File: config.mk
export PLATFORM = sky130hd
export DESIGN_NAME = axis_decimator
export DESIGN_NICKNAME = d
export VERILOG_FILES = /design/src/rtl/axis_decimator_pkg.sv /design/src/rtl/axis_decimator_sat.sv /design/src/rtl/axis_decimator.sv
export SDC_FILE = /design/constraint.sdc
export NUM_CORES = 1
export LEC_CHECK = 0
export BUFFER_PORTS_ARGS = -buffer_cell sky130_fd_sc_hd__buf_2
export CORE_ASPECT_RATIO = 1.1
export CORE_MARGIN = 2
export CORE_UTILIZATION = 24
export CTS_CLUSTER_SIZE = 24
export DETAILED_ROUTE_END_ITERATION = 16
export GPL_TIMING_DRIVEN = 0
export PLACE_DENSITY = 0.42
export SYNTH_ARGS = -nofsm -noshare
export SYNTH_HDL_FRONTEND = slang
export SYNTH_SLANG_ARGS = --single-unit
File: constraint.sdc
create_clock -name aclk -period 4 [get_ports aclk]
set_clock_uncertainty 0.2 [all_clocks]
set_input_delay 0.2 -clock aclk [delete_from_list [all_inputs] [get_ports aclk]]
set_output_delay 0.2 -clock aclk [all_outputs]
set_load 0.05 [all_outputs]
File: src/rtl/axis_decimator_pkg.sv
// Shared constants and helpers for the axis_decimator stream rate reducer.
package axis_decimator_pkg;

    localparam logic MODE_PICK = 1'b0;
    localparam logic MODE_AVG  = 1'b1;

    // Frame sums of up to 2^ratio_width-1 samples fit without overflow.
    function automatic int acc_width(input int data_width, input int ratio_width);
        return data_width + ratio_width;
    endfunction

endpackage

File: src/rtl/axis_decimator_sat.sv
// Arithmetic right shift followed by signed saturation from IN_WIDTH to OUT_WIDTH bits.
module axis_decimator_sat #(
    parameter int IN_WIDTH    = 48,
    parameter int OUT_WIDTH   = 32,
    parameter int SHIFT_WIDTH = 5
) (
    input  logic [IN_WIDTH-1:0]    din,
    input  logic [SHIFT_WIDTH-1:0] shift,
    output logic [OUT_WIDTH-1:0]   dout
);

    logic signed [IN_WIDTH-1:0]    shifted;
    logic [IN_WIDTH-OUT_WIDTH:0]   upper;

    always_comb begin
        shifted = $signed(din) >>> shift;
        upper   = shifted[IN_WIDTH-1:OUT_WIDTH-1];
        // In range only when all bits above the output sign bit copy it.
        if ((&upper) || (~|upper)) begin
            dout = shifted[OUT_WIDTH-1:0];
        end else if (upper[IN_WIDTH-OUT_WIDTH]) begin
            dout = {1'b1, {(OUT_WIDTH-1){1'b0}}};
        end else begin
            dout = {1'b0, {(OUT_WIDTH-1){1'b1}}};
        end
    end

endmodule

File: src/rtl/axis_decimator.sv
// AXI4-Stream decimator: pick or average one output per N-beat frame.
// Average mode, shift and saturation exist only when AXIS_DECIMATOR_AVG_EN is defined.
module axis_decimator
    import axis_decimator_pkg::*;
#(
    parameter int AXIS_TDATA_WIDTH = 32,
    parameter int RATIO_WIDTH      = 16,
    parameter int SHIFT_WIDTH      = 5
) (
    input  logic                        aclk,
    input  logic                        aresetn,
    input  logic [RATIO_WIDTH-1:0]      ratio,
    input  logic                        mode,
    input  logic [SHIFT_WIDTH-1:0]      shift,
    output logic [31:0]                 frame_count,
    output logic                        S_AXIS_tready,
    input  logic                        S_AXIS_tvalid,
    input  logic [AXIS_TDATA_WIDTH-1:0] S_AXIS_tdata,
    input  logic                        M_AXIS_tready,
    output logic                        M_AXIS_tvalid,
    output logic [AXIS_TDATA_WIDTH-1:0] M_AXIS_tdata
);

    localparam logic [RATIO_WIDTH-1:0] ONE = {{(RATIO_WIDTH-1){1'b0}}, 1'b1};

    logic [RATIO_WIDTH-1:0]      pos;
    logic [RATIO_WIDTH-1:0]      n_q;
    logic [RATIO_WIDTH-1:0]      ratio_eff;
    logic [RATIO_WIDTH-1:0]      n_cur;
    logic                        in_beat;
    logic                        out_beat;
    logic                        frame_start;
    logic                        frame_last;
    logic                        load;
    logic [AXIS_TDATA_WIDTH-1:0] load_data;

    // Output register is either empty or draining whenever input is accepted.
    assign S_AXIS_tready = ~M_AXIS_tvalid | M_AXIS_tready;
    assign in_beat       = S_AXIS_tvalid & S_AXIS_tready;
    assign out_beat      = M_AXIS_tvalid & M_AXIS_tready;
    assign frame_start   = (pos == '0);
    assign ratio_eff     = (ratio == '0) ? ONE : ratio;
    assign n_cur         = frame_start ? ratio_eff : n_q;
    assign frame_last    = (pos == (n_cur - ONE));

`ifdef AXIS_DECIMATOR_AVG_EN
    localparam int ACC_W = acc_width(AXIS_TDATA_WIDTH, RATIO_WIDTH);

    logic                        mode_q;
    logic                        mode_cur;
    logic [SHIFT_WIDTH-1:0]      shift_q;
    logic [SHIFT_WIDTH-1:0]      shift_cur;
    logic [ACC_W-1:0]            acc;
    logic [ACC_W-1:0]            acc_next;
    logic [ACC_W-1:0]            sample_ext;
    logic [AXIS_TDATA_WIDTH-1:0] sat_data;

    assign mode_cur   = frame_start ? mode : mode_q;
    assign shift_cur  = frame_start ? shift : shift_q;
    assign sample_ext = {{RATIO_WIDTH{S_AXIS_tdata[AXIS_TDATA_WIDTH-1]}}, S_AXIS_tdata};
    assign acc_next   = frame_start ? sample_ext : (acc + sample_ext);

    axis_decimator_sat #(
        .IN_WIDTH    (ACC_W),
        .OUT_WIDTH   (AXIS_TDATA_WIDTH),
        .SHIFT_WIDTH (SHIFT_WIDTH)
    ) u_sat (
        .din   (acc_next),
        .shift (shift_cur),
        .dout  (sat_data)
    );

    assign load      = in_beat & ((mode_cur == MODE_AVG) ? frame_last : frame_start);
    assign load_data = (mode_cur == MODE_AVG) ? sat_data : S_AXIS_tdata;

    always_ff @(posedge aclk or negedge aresetn) begin
        if (!aresetn) begin
            acc     <= '0;
            mode_q  <= MODE_PICK;
            shift_q <= '0;
        end else if (in_beat) begin
            acc <= acc_next;
            if (frame_start) begin
                mode_q  <= mode;
                shift_q <= shift;
            end
        end
    end
`else
    logic unused_cfg;

    assign unused_cfg = ^{mode, shift};
    assign load       = in_beat & frame_start;
    assign load_data  = S_AXIS_tdata;
`endif

    always_ff @(posedge aclk or negedge aresetn) begin
        if (!aresetn) begin
            pos <= '0;
            n_q <= ONE;
        end else if (in_beat) begin
            pos <= frame_last ? '0 : (pos + ONE);
            if (frame_start) begin
                n_q <= ratio_eff;
            end
        end
    end

    always_ff @(posedge aclk or negedge aresetn) begin
        if (!aresetn) begin
            M_AXIS_tvalid <= 1'b0;
            M_AXIS_tdata  <= '0;
            frame_count   <= '0;
        end else begin
            if (load) begin
                M_AXIS_tvalid <= 1'b1;
                M_AXIS_tdata  <= load_data;
            end else if (out_beat) begin
                M_AXIS_tvalid <= 1'b0;
            end
            if (out_beat) begin
                frame_count <= frame_count + 32'd1;
            end
        end
    end

endmodule
* After elaboration in Yosys (flattened, before gate mapping)
Index checks and enable logic that the tools add are counted.
** Word-level totals
- Bits in registers :: 97
- Latch bits :: 0
- RAM bits :: 0
- Bits in read-only memories :: 0
- Bits of input ports :: 58
- Word-level logic and storage cells :: 22
- Memories :: 0
** Cells by class
- $add $sub $neg :: 3
- Multipliers :: 0
- Divide/modulo/power cells :: 0
- Order comparisons :: 0
- Equal/unequal tests :: 1
- Shift-type cells :: 0
- Mux-type cells :: 5
- Bitwise operators :: 5
- Reduce and logical (&&, ||, !) cells :: 3
** Operator list (count)
- $mux W16 :: 3
- $add A32 B1 Y32 const B :: 1
- $logic_not A16 Y1 :: 2
- $add A16 B1 Y16 const B :: 1
- $eq A16 B16 Y1 :: 1
- $sub A16 B1 Y16 const B :: 1
- $and A1 B1 Y1 :: 3
- $mux W1 :: 2
- $reduce_bool A2 Y1 :: 1
- $not A1 Y1 :: 1
- $or A1 B1 Y1 :: 1

* Depth between registers and ports, before layout
Gate-level depths: netlist of run 1.
- Depth in word-level cells :: 6
- Depth in mapped cells :: 17
- Depth with buffers taken out :: 14

* Least setup slack after synthesis of run 1
OpenSTA, ideal clock, no wires.
- Path kind :: register -> register
- Start :: register pos[0]
- End :: register pos[4]
- Arrival :: 3.660 ns
- Data required time :: 3.680 ns
- Slack :: 0.020 ns
- Cell stages (with the launch flop) :: 18
- Period minus slack after synthesis :: 3.980 ns
- Cell sequence :: dfrtp_1 inv_1 ha_1 nor4b_4 and4_1 buf_2 buf_4 mux2i_1 ha_1 nor2b_1 nand3_1 xor2_1 mux2i_1 xnor2_1 nand4_1 nor4_4 buf_6 nor2_1
** Between the ends
- Word-level cells in the longest chain between the ends :: 5
- Elaborated cells on any way between the ends :: 6
** Ends and longest elaborated chain
- from (decl) :: RTL line axis_decimator.sv:26 : logic [RATIO_WIDTH-1:0] pos;
- from (signal assigned) :: RTL line axis_decimator.sv:102 : pos <= frame_last ? '0 : (pos + ONE);
- $logic_not A16 Y1 :: RTL line axis_decimator.sv:41 : assign frame_start = (pos == '0);
- $mux W16
- $sub A16 B1 Y16 :: RTL line axis_decimator.sv:44 : assign frame_last = (pos == (n_cur - ONE));
- $eq A16 B16 Y1 :: RTL line axis_decimator.sv:44
- $mux W16 (*) :: RTL line axis_decimator.sv:102
Every way passes the cells marked *; elsewhere a longest branch is shown, timed or not.
A chain may end at the register's enable or synchronous reset.

* Worst setup path in the final report of run 1
- Start :: register pos[1]
- End :: register pos[15]
Same word-level chain as after synthesis.

==> results_tabular.tex, run 1 <==
\begin{tabular}{lr}
\hline
Metric & Value \\
\hline
\multicolumn{2}{l}{\textbf{Place}} \\
Total cell area at the placement stage & approximately 0.0062 mm2 \\
Last weighted congestion value of the routability-driven placer & 0.820 \\
DP HPWL & around 11000 um \\
Number of port buffers & $\sim$120 \\
Count of placed standard cells including taps & approximately 1000 \\
\multicolumn{2}{l}{\textbf{Run}} \\
Reported max-cap violation count & 0 \\
\multicolumn{2}{l}{\textbf{Synthesis}} \\
Simple-gate share of the synthesized area & 0.300 \\
Share of cell area taken by muxes after synthesis & 0.0304 \\
Sequential element share of the synthesized area & 0.464 \\
Mean post-synth cell area & 9.08 um2 \\
Area fraction in compound gates after synthesis & 0.0591 \\
Count of distinct cell types in the synthesized netlist & 54 \\
Adder-cell share of the synthesized area & 0.00957 \\
Post-synth EDFFs & 0 \\
Count of warnings emitted by yosys & 0 \\
Area share of xor/xnor cells in the synthesized design & 0.111 \\
Post-Synthesis Cells & 576 \\
Primary FF master, synth & sky130\_fd\_sc\_hd\_\_dfrtp\_1 \\
Combinational family with the most area after synthesis & simple AND/OR/NAND/NOR gates \\
FFs w/ async S/R, synth & 1.00 \\
Register bit total from synthesis & 97 \\
Post-Syn Area & 0.00523 mm2 \\
Synthesized net count & between 600 and 700 \\
\multicolumn{2}{l}{\textbf{Setup path}} \\
Most prevalent standard cell on the critical path & sky130\_fd\_sc\_hd\_\_buf\_6 \\
Cell type group with the largest total delay on the critical path & simple AND/OR/NAND/NOR gates \\
CP Cell Sequence & inv\_2, ha\_4, nor4b\_4, and4\_4, buf\_6, mux2i\_4, ha\_4, nor2b\_4, nand4\_1, nor4\_1, a311oi\_1, a22oi\_1, nand4\_1, nor4\_4, buf\_6, buf\_6, nor2\_1 \\
Arrival time at the worst endpoint & roughly 4000 ps \\
Crit end category & flop \\
Startpoint class of the critical path & flop \\
Crit path largest cell delay & about 420 ps \\
CP max-delay cell & sky130\_fd\_sc\_hd\_\_dfrtp\_1 \\
Required time of the worst setup path & 4040 ps \\
Count of buffering cells on the critical path with inverters included & 4 \\
Startpoint-to-endpoint class of the critical path & flop to flop \\
CP Max Fanout & 5 \\
\multicolumn{2}{l}{\textbf{Power and ir drop}} \\
Worst-case vdd ir drop & 0.220 mV \\
PwrDens & 351 mW/mm2 \\
Post-layout power & between 2 and 3 mW \\
Leakage power summed over all cells & 3.64 nW \\
\multicolumn{2}{l}{\textbf{Cells and area}} \\
Fin nets & 850 \\
Share of post-route cells with drive strength above 1 & 0.265 \\
Layout fillers & about 2200 \\
Final std cells w/o fill & about 1100 \\
Area of all placed cells without fillers & 0.00741 mm2 \\
Area growth syn-to-layout & 41.7\% \\
Antenna fix cells & 0 \\
\multicolumn{2}{l}{\textbf{Route}} \\
DRT antenna net count & 0 \\
DRC & 0 \\
Number of design-rule violations left by the first detailed-router iteration & 303 \\
Wire per inst & 14.4 um \\
Wire length after detailed routing & 15600 um \\
Routed vias/inst & between 4 and 5 \\
Initial DRT Pass Iterations & 5 \\
Total number of vias & $\sim$4900 \\
\multicolumn{2}{l}{\textbf{Floorplanning}} \\
Initial core utilization & 0.245 \\
Total number of placement rows & 56 \\
Die ar. & 0.0230 mm2 \\
Die Span X & around 140 um \\
I/O pin cnt & 124 \\
Floorplan Core Area & $\sim$0.021 mm2 \\
Die extent in y & approximately 160 um \\
\multicolumn{2}{l}{\textbf{Clocking}} \\
CTS Root Cell & sky130\_fd\_sc\_hd\_\_clkbuf\_16 \\
CTS Buffer Depth & 2 \\
H-tree Lvls & 3 \\
Clock tree from TritonCTS & yes \\
Number of sinks on the clock net & 97 \\
Clock edge transition at the registers on the reported setup and hold paths & $\sim$70 ps \\
Latest clock arrival within the worst-skew pair & 350 ps \\
Clock buffer count from CTS & 9 \\
\multicolumn{2}{l}{\textbf{STA}} \\
Post-Route Setup TNS & 0 ps \\
RSZ-0062 raised after global routing & true \\
Relative slew margins & 0.337 \\
Number of hold violations in the final report & 0 \\
Actual transition at the worst max-transition pin & 986 ps \\
Post-route fraction of the period consumed by the critical path & 0.978 \\
Number of pins with negative max-slew slack in the final report & 0 \\
FMAX & approximately 0.26 GHz \\
Post-layout min period & 3910 ps \\
Number of endpoints failing setup at the final stage & 0 \\
\multicolumn{2}{l}{\textbf{Run status}} \\
Status & completed \\
\multicolumn{2}{l}{\textbf{Global routing}} \\
Initial antenna violation count & 1 \\
Global-route usage over all layers & 0.139 \\
GRT overflow & 0 \\
Vias in the first global route & approximately 5000 \\
Pin count of the biggest net entering global routing & between 50 and 60 \\
Wire length of the first global-routing pass & about 25000 um \\
\multicolumn{2}{l}{\textbf{Hold path}} \\
Worst Hold Class & input pin to flop \\
\hline
\end{tabular}
power by group:
part | internal, mW | switching, mW | leakage, nW
registers | 1.03 | 0.0493 | 1.28
clock network | 0.567 | 0.401 | 0.156
logic | 0.248 | 0.305 | 2.20
total | 1.84 | 0.755 | 3.64
cell type report:
| cell class | count | area (um2) | area share |
|---|---|---|---|
| Inverter | 8 | 30.0 | 0.00405 |
| Tap cell | 290 | 363 | 0.0490 |
| Sequential cell | 97 | 2430 | 0.328 |
| Clock inverter | 5 | 85.1 | 0.0115 |
| Buffer | 22 | 115 | 0.0155 |
| Multi-Input combinational cell | 448 | 2770 | 0.374 |
| Timing Repair Buffer | 202 | 1380 | 0.186 |
| Clock buffer | 10 | 239 | 0.0323 |
registers in the layout, summed over array words and instances, names as in the netlist:
signal         flops
M_AXIS_tdata      32
frame_count       32
n_q               16
pos               16
M_AXIS_tvalid      1
synth_stat cells (3+ instances only):
cell	instances	area share
sky130_fd_sc_hd__mux2i_1	10	0.019
sky130_fd_sc_hd__clkbuf_1	11	0.0079
sky130_fd_sc_hd__inv_1	8	0.0057
sky130_fd_sc_hd__and3_1	12	0.014
sky130_fd_sc_hd__nand3b_1	3	0.0043
sky130_fd_sc_hd__mux2_2	4	0.0086
sky130_fd_sc_hd__nor4_1	16	0.019
sky130_fd_sc_hd__ha_1	4	0.0096
sky130_fd_sc_hd__xnor2_1	40	0.067
sky130_fd_sc_hd__dfrtp_1	96	0.46
sky130_fd_sc_hd__nand2_1	170	0.12
sky130_fd_sc_hd__a311oi_1	3	0.0050
sky130_fd_sc_hd__xor2_1	26	0.044
sky130_fd_sc_hd__and4_1	6	0.010
sky130_fd_sc_hd__a31oi_1	3	0.0036
sky130_fd_sc_hd__buf_2	7	0.0067
sky130_fd_sc_hd__nand2b_1	5	0.0060
sky130_fd_sc_hd__nand3_1	20	0.019
sky130_fd_sc_hd__nor2b_1	4	0.0048
sky130_fd_sc_hd__o21ai_0	10	0.0096
sky130_fd_sc_hd__buf_1	3	0.0022
sky130_fd_sc_hd__nor4_4	3	0.012
sky130_fd_sc_hd__nor2_1	38	0.027
sky130_fd_sc_hd__nor3_1	13	0.012
sky130_fd_sc_hd__nand4_1	19	0.023
sky130_fd_sc_hd__a21oi_1	5	0.0048
cell usage in the layout, fill, tap and decap left out, types with 3 or more instances in the layout:
cell,instances
sky130_fd_sc_hd__and3_1,12
sky130_fd_sc_hd__nand2_1,170
sky130_fd_sc_hd__mux2i_1,8
sky130_fd_sc_hd__a21oi_1,5
sky130_fd_sc_hd__dfrtp_1,94
sky130_fd_sc_hd__xor2_1,26
sky130_fd_sc_hd__xnor2_1,40
sky130_fd_sc_hd__buf_1,3
sky130_fd_sc_hd__inv_1,6
sky130_fd_sc_hd__a311oi_1,3
sky130_fd_sc_hd__nand3b_1,3
sky130_fd_sc_hd__clkbuf_1,11
sky130_fd_sc_hd__o21ai_0,10
sky130_fd_sc_hd__buf_4,33
sky130_fd_sc_hd__dlygate4sd3_1,48
sky130_fd_sc_hd__buf_6,5
sky130_fd_sc_hd__buf_2,122
sky130_fd_sc_hd__nor2_1,37
sky130_fd_sc_hd__nor4_4,4
sky130_fd_sc_hd__nor4_1,14
sky130_fd_sc_hd__mux2_2,4
sky130_fd_sc_hd__clkbuf_16,9
sky130_fd_sc_hd__nand3_1,20
sky130_fd_sc_hd__a31oi_1,3
sky130_fd_sc_hd__and4_1,5
sky130_fd_sc_hd__nand4_1,19
sky130_fd_sc_hd__nand2b_1,5
sky130_fd_sc_hd__nor3_1,12
repair_timing:
action                                  CTS  global route
pin swaps                                 7             9
gates resized for setup                  16            19
buffers inserted                         12            22
cloned                                    0             2
hold buffers                             48             0
endpoints found under the setup margin   16            16
endpoints found under the hold margin    86             0
through the flow:
stage	utilization	setup WS (ps)	hold WS [ps]
after CTS	0.335	5.46	31.8
after floorplan	-	20.3	-296
after detailed placement	0.290	-1090	31.3
final	0.347	89.7	42.7
after global routing	0.347	-73.8	65.4
after global placement	0.289	-1010	196
logic make-up (layout without fill, tap and decap cells):
family,Yosys count,in the layout
mux,15,15
fa+ha+maj,4,4
flops,97,97
simple gates,322,322
compound gates,41,41
xor+xnor,66,66
buf+inv,31,247
tightest hold or removal path: stages:
cell and delay [ps]:
sky130_fd_sc_hd__buf_2 130, sky130_fd_sc_hd__inv_1 110, sky130_fd_sc_hd__o21ai_0 100
routing by layer:
metal	up-vias	global-route usage	routed length [um]
met5	-	0	7
met4	2	0.0512	269
met3	23	0.0268	746
met2	137	0.229	7700
met1	2348	0.179	6870
li1	2393	-	-
path summary, 6_finish.rpt:
kind | from | to | slack (ps) | cells past startpoint
worst max-delay path | pos[1]$_DFFE_PN0P_ | pos[15]$_DFFE_PN0P_ | 90 | 17
worst min-delay path | ratio[6] | n_q[6]$_DFFE_PN0P_ | 40 | 3
worst max register to register | pos[1]$_DFFE_PN0P_ | pos[15]$_DFFE_PN0P_ | 90 | 17
worst min register to register | M_AXIS_tdata[1]$_DFFE_PN0P_ | M_AXIS_tdata[1]$_DFFE_PN0P_ | 260 | 2
max in group asynchronous | aresetn | n_q[0]$_DFFE_PN1P_ | 2690 | 3
min in group asynchronous | aresetn | frame_count[7]$_DFFE_PN0P_ | 170 | 2
(Power assumes the default switching activity.)
==> run 2: changes to the inputs <==
CELL_PAD_IN_SITES_DETAIL_PLACEMENT = 1   (was not set)
CELL_PAD_IN_SITES_GLOBAL_PLACEMENT = 2   (was not set)
PLACE_DENSITY = 0.64   (was 0.42)
==> run 2 against run 1 <==
Compared with the run above:
- combinational power decreased by 1%
- clock power decreased by 6.7%
- non-clock buffer count decreased by 16
- utilization decreased by 0.52 points
- worst hold slack improved by 13 ps
- via count unchanged
- final area decreased by 1.5%
- first-iteration DRC count decreased by 45%
- die area unchanged
- setup slack improved by 74 ps
- sequential share of layout area increased by 0.50 points
- largest cell class unchanged
==> results_tabular.tex, run 2 (synthesized netlist as in run 1, its figures left out) <==
\begin{tabular}{lr}
\hline
Metric & Value \\
\hline
\multicolumn{2}{l}{\textbf{Global routing}} \\
GRT overflow & 0 \\
Global-route usage over all layers & 0.158 \\
Pin count of the biggest net entering global routing & 67 \\
Vias in the first global route & around 5200 \\
Wire length of the first global-routing pass & between 20000 and 30000 um \\
Initial antenna violation count & 0 \\
\multicolumn{2}{l}{\textbf{Power and ir drop}} \\
Worst-case vdd ir drop & $\sim$0.19 mV \\
Leakage power summed over all cells & $\sim$3.6 nW \\
Post-layout power & roughly 2.5 mW \\
PwrDens & $\sim$350 mW/mm2 \\
\multicolumn{2}{l}{\textbf{Clocking}} \\
Latest clock arrival within the worst-skew pair & 350 ps \\
CTS Buffer Depth & 2 \\
CTS Root Cell & sky130\_fd\_sc\_hd\_\_clkbuf\_16 \\
Clock buffer count from CTS & 9 \\
Clock tree from TritonCTS & yes \\
Clock edge transition at the registers on the reported setup and hold paths & $\sim$70 ps \\
Number of sinks on the clock net & 97 \\
H-tree Lvls & 3 \\
\multicolumn{2}{l}{\textbf{STA}} \\
RSZ-0062 raised after global routing & false \\
Relative slew margins & 0.341 \\
Number of pins with negative max-slew slack in the final report & 0 \\
Actual transition at the worst max-transition pin & slightly below 1000 ps \\
Number of endpoints failing setup at the final stage & 0 \\
Number of hold violations in the final report & 0 \\
Post-route fraction of the period consumed by the critical path & 0.959 \\
FMAX & around 0.26 GHz \\
Post-layout min period & around 3800 ps \\
WHS & 55.4 ps \\
\multicolumn{2}{l}{\textbf{Setup path}} \\
Startpoint-to-endpoint class of the critical path & flop to flop \\
Required time of the worst setup path & 4040 ps \\
Arrival time at the worst endpoint & about 3900 ps \\
Startpoint class of the critical path & flop \\
CP Max Fanout & 10 \\
Crit end category & flop \\
Register-to-register setup slack & 160 ps \\
\multicolumn{2}{l}{\textbf{Place}} \\
Last weighted congestion value of the routability-driven placer & between 0.8 and 0.9 \\
Count of placed standard cells including taps & between 900 and 1000 \\
Number of port buffers & about 120 \\
DP HPWL & about 13000 um \\
\multicolumn{2}{l}{\textbf{Floorplanning}} \\
Floorplan Core Area & 0.0214 mm2 \\
I/O pin cnt & 124 \\
Die extent in y & $\sim$160 um \\
Die ar. & between 0.02 and 0.025 mm2 \\
Total number of placement rows & 56 \\
Die Span X & $\sim$140 um \\
Initial core utilization & 0.245 \\
\multicolumn{2}{l}{\textbf{Route}} \\
Number of design-rule violations left by the first detailed-router iteration & about 170 \\
DRT antenna net count & 0 \\
Wire length after detailed routing & 17700 um \\
Initial DRT Pass Iterations & 4 \\
Routed vias/inst & between 4 and 5 \\
Wire per inst & approximately 17 um \\
DRC & 0 \\
Total number of vias & a little under 5000 \\
\multicolumn{2}{l}{\textbf{Cells and area}} \\
Final std cells w/o fill & between 1000 and 1500 \\
Area growth syn-to-layout & 39.6\% \\
Most common library cell in the layout ignoring fill and taps & sky130\_fd\_sc\_hd\_\_nand2\_1 \\
Commonest cells after routing, fill and taps aside & 170 x sky130\_fd\_sc\_hd\_\_nand2\_1, 120 x sky130\_fd\_sc\_hd\_\_buf\_2, 94 x sky130\_fd\_sc\_hd\_\_dfrtp\_1 \\
Share of post-route cells with drive strength above 1 & 0.251 \\
Antenna fix cells & 0 \\
Fin nets & 834 \\
Registers with the highest flip-flop counts & M\_AXIS\_tdata (32), frame\_count (32) \\
\multicolumn{2}{l}{\textbf{Run status}} \\
Status & completed \\
\multicolumn{2}{l}{\textbf{Run}} \\
Reported max-cap violation count & 0 \\
\multicolumn{2}{l}{\textbf{Hold path}} \\
Worst Hold Class & input pin to flop \\
\hline
\end{tabular}
run 2: changes by cell type in the layout (fill, tap and decap cells not counted), moves of 2 or more:
cell	before	now
sky130_fd_sc_hd__buf_2	122	120
sky130_fd_sc_hd__buf_4	33	20
sky130_fd_sc_hd__buf_6	5	3
sky130_fd_sc_hd__clkinv_2	0	2
sky130_fd_sc_hd__inv_6	2	0
sky130_fd_sc_hd__inv_8	0	2
run 2: area by class of cell:
class,count,area (um2)
Timing Repair Buffer,187,1270
Sequential cell,97,2430
Inverter,8,30.0
Multi-Input combinational cell,448,2780
Tap cell,290,363
Buffer,21,114
Clock buffer,9,225
Clock inverter,7,78.8
Fill cell,2502,14100
run 2: worst paths after layout:
path                                              start                           end  depth (start not counted)
hold reg to reg            M_AXIS_tdata[22]$_DFFE_PN0P_  M_AXIS_tdata[22]$_DFFE_PN0P_                          2
max in group asynchronous                       aresetn            n_q[0]$_DFFE_PN1P_                          3
min in group asynchronous                       aresetn           pos[13]$_DFFE_PN0P_                          2
setup / recovery                     pos[9]$_DFFE_PN0P_           pos[15]$_DFFE_PN0P_                         18
setup reg to reg                     pos[9]$_DFFE_PN0P_           pos[15]$_DFFE_PN0P_                         18
hold / removal                                 ratio[6]            n_q[6]$_DFFE_PN0P_                          3
run 2: repair_timing:
item | 4_1_cts | 5_1_grt
gates resized for setup | 18 | 16
pin swaps | 7 | 9
setup endpoints to repair | 16 | 16
hold buffers | 48 | 0
setup buffers | 10 | 10
cloned | 0 | 1
hold endpoints to repair | 78 | 0
run 2: worst max-delay path, stage by stage (launching register included):
cell and delay, ps:
sky130_fd_sc_hd__dfrtp_1 360, sky130_fd_sc_hd__buf_2 200, sky130_fd_sc_hd__nor4_4 290, sky130_fd_sc_hd__buf_4 190, sky130_fd_sc_hd__nand4_4 120, sky130_fd_sc_hd__buf_6 180
sky130_fd_sc_hd__mux2i_4 190, sky130_fd_sc_hd__ha_4 170, sky130_fd_sc_hd__nor2b_4 140, sky130_fd_sc_hd__buf_4 150, sky130_fd_sc_hd__a31oi_1 180, sky130_fd_sc_hd__mux2_2 180
sky130_fd_sc_hd__nand4_1 90, sky130_fd_sc_hd__a22oi_2 230, sky130_fd_sc_hd__nand4_1 210, sky130_fd_sc_hd__nor4_4 260, sky130_fd_sc_hd__buf_6 180, sky130_fd_sc_hd__clkbuf_16 140
sky130_fd_sc_hd__nor2_1 40
run 2: stage by stage:
step	util	area, um2	worst slack (ps)	setup TNS, ps
floorplan	-	5230	20.3	0
global placement	0.289	6180	-1020	-15270
detailed placement	0.290	6210	-1070	-16170
CTS	0.334	7140	9.02	0
global route	0.341	7300	13.3	0
finish	0.341	7300	163	0
run 2: where the power goes:
| group | total (mW) | internal (mW) | switching [mW] |
|---|---|---|---|
| sequential | 1.08 | 1.03 | 0.0483 |
| clock | 0.902 | 0.493 | 0.409 |
| combinational | 0.547 | 0.235 | 0.312 |
run 2: per-layer routing:
| layer | track usage | part of all wire |
|---|---|---|
| met1 | 0.202 | 0.44 |
| met2 | 0.271 | 0.51 |
| met3 | 0.0311 | 0.040 |
| met4 | 0.0402 | 0.013 |
| met5 | 0 | 0 |
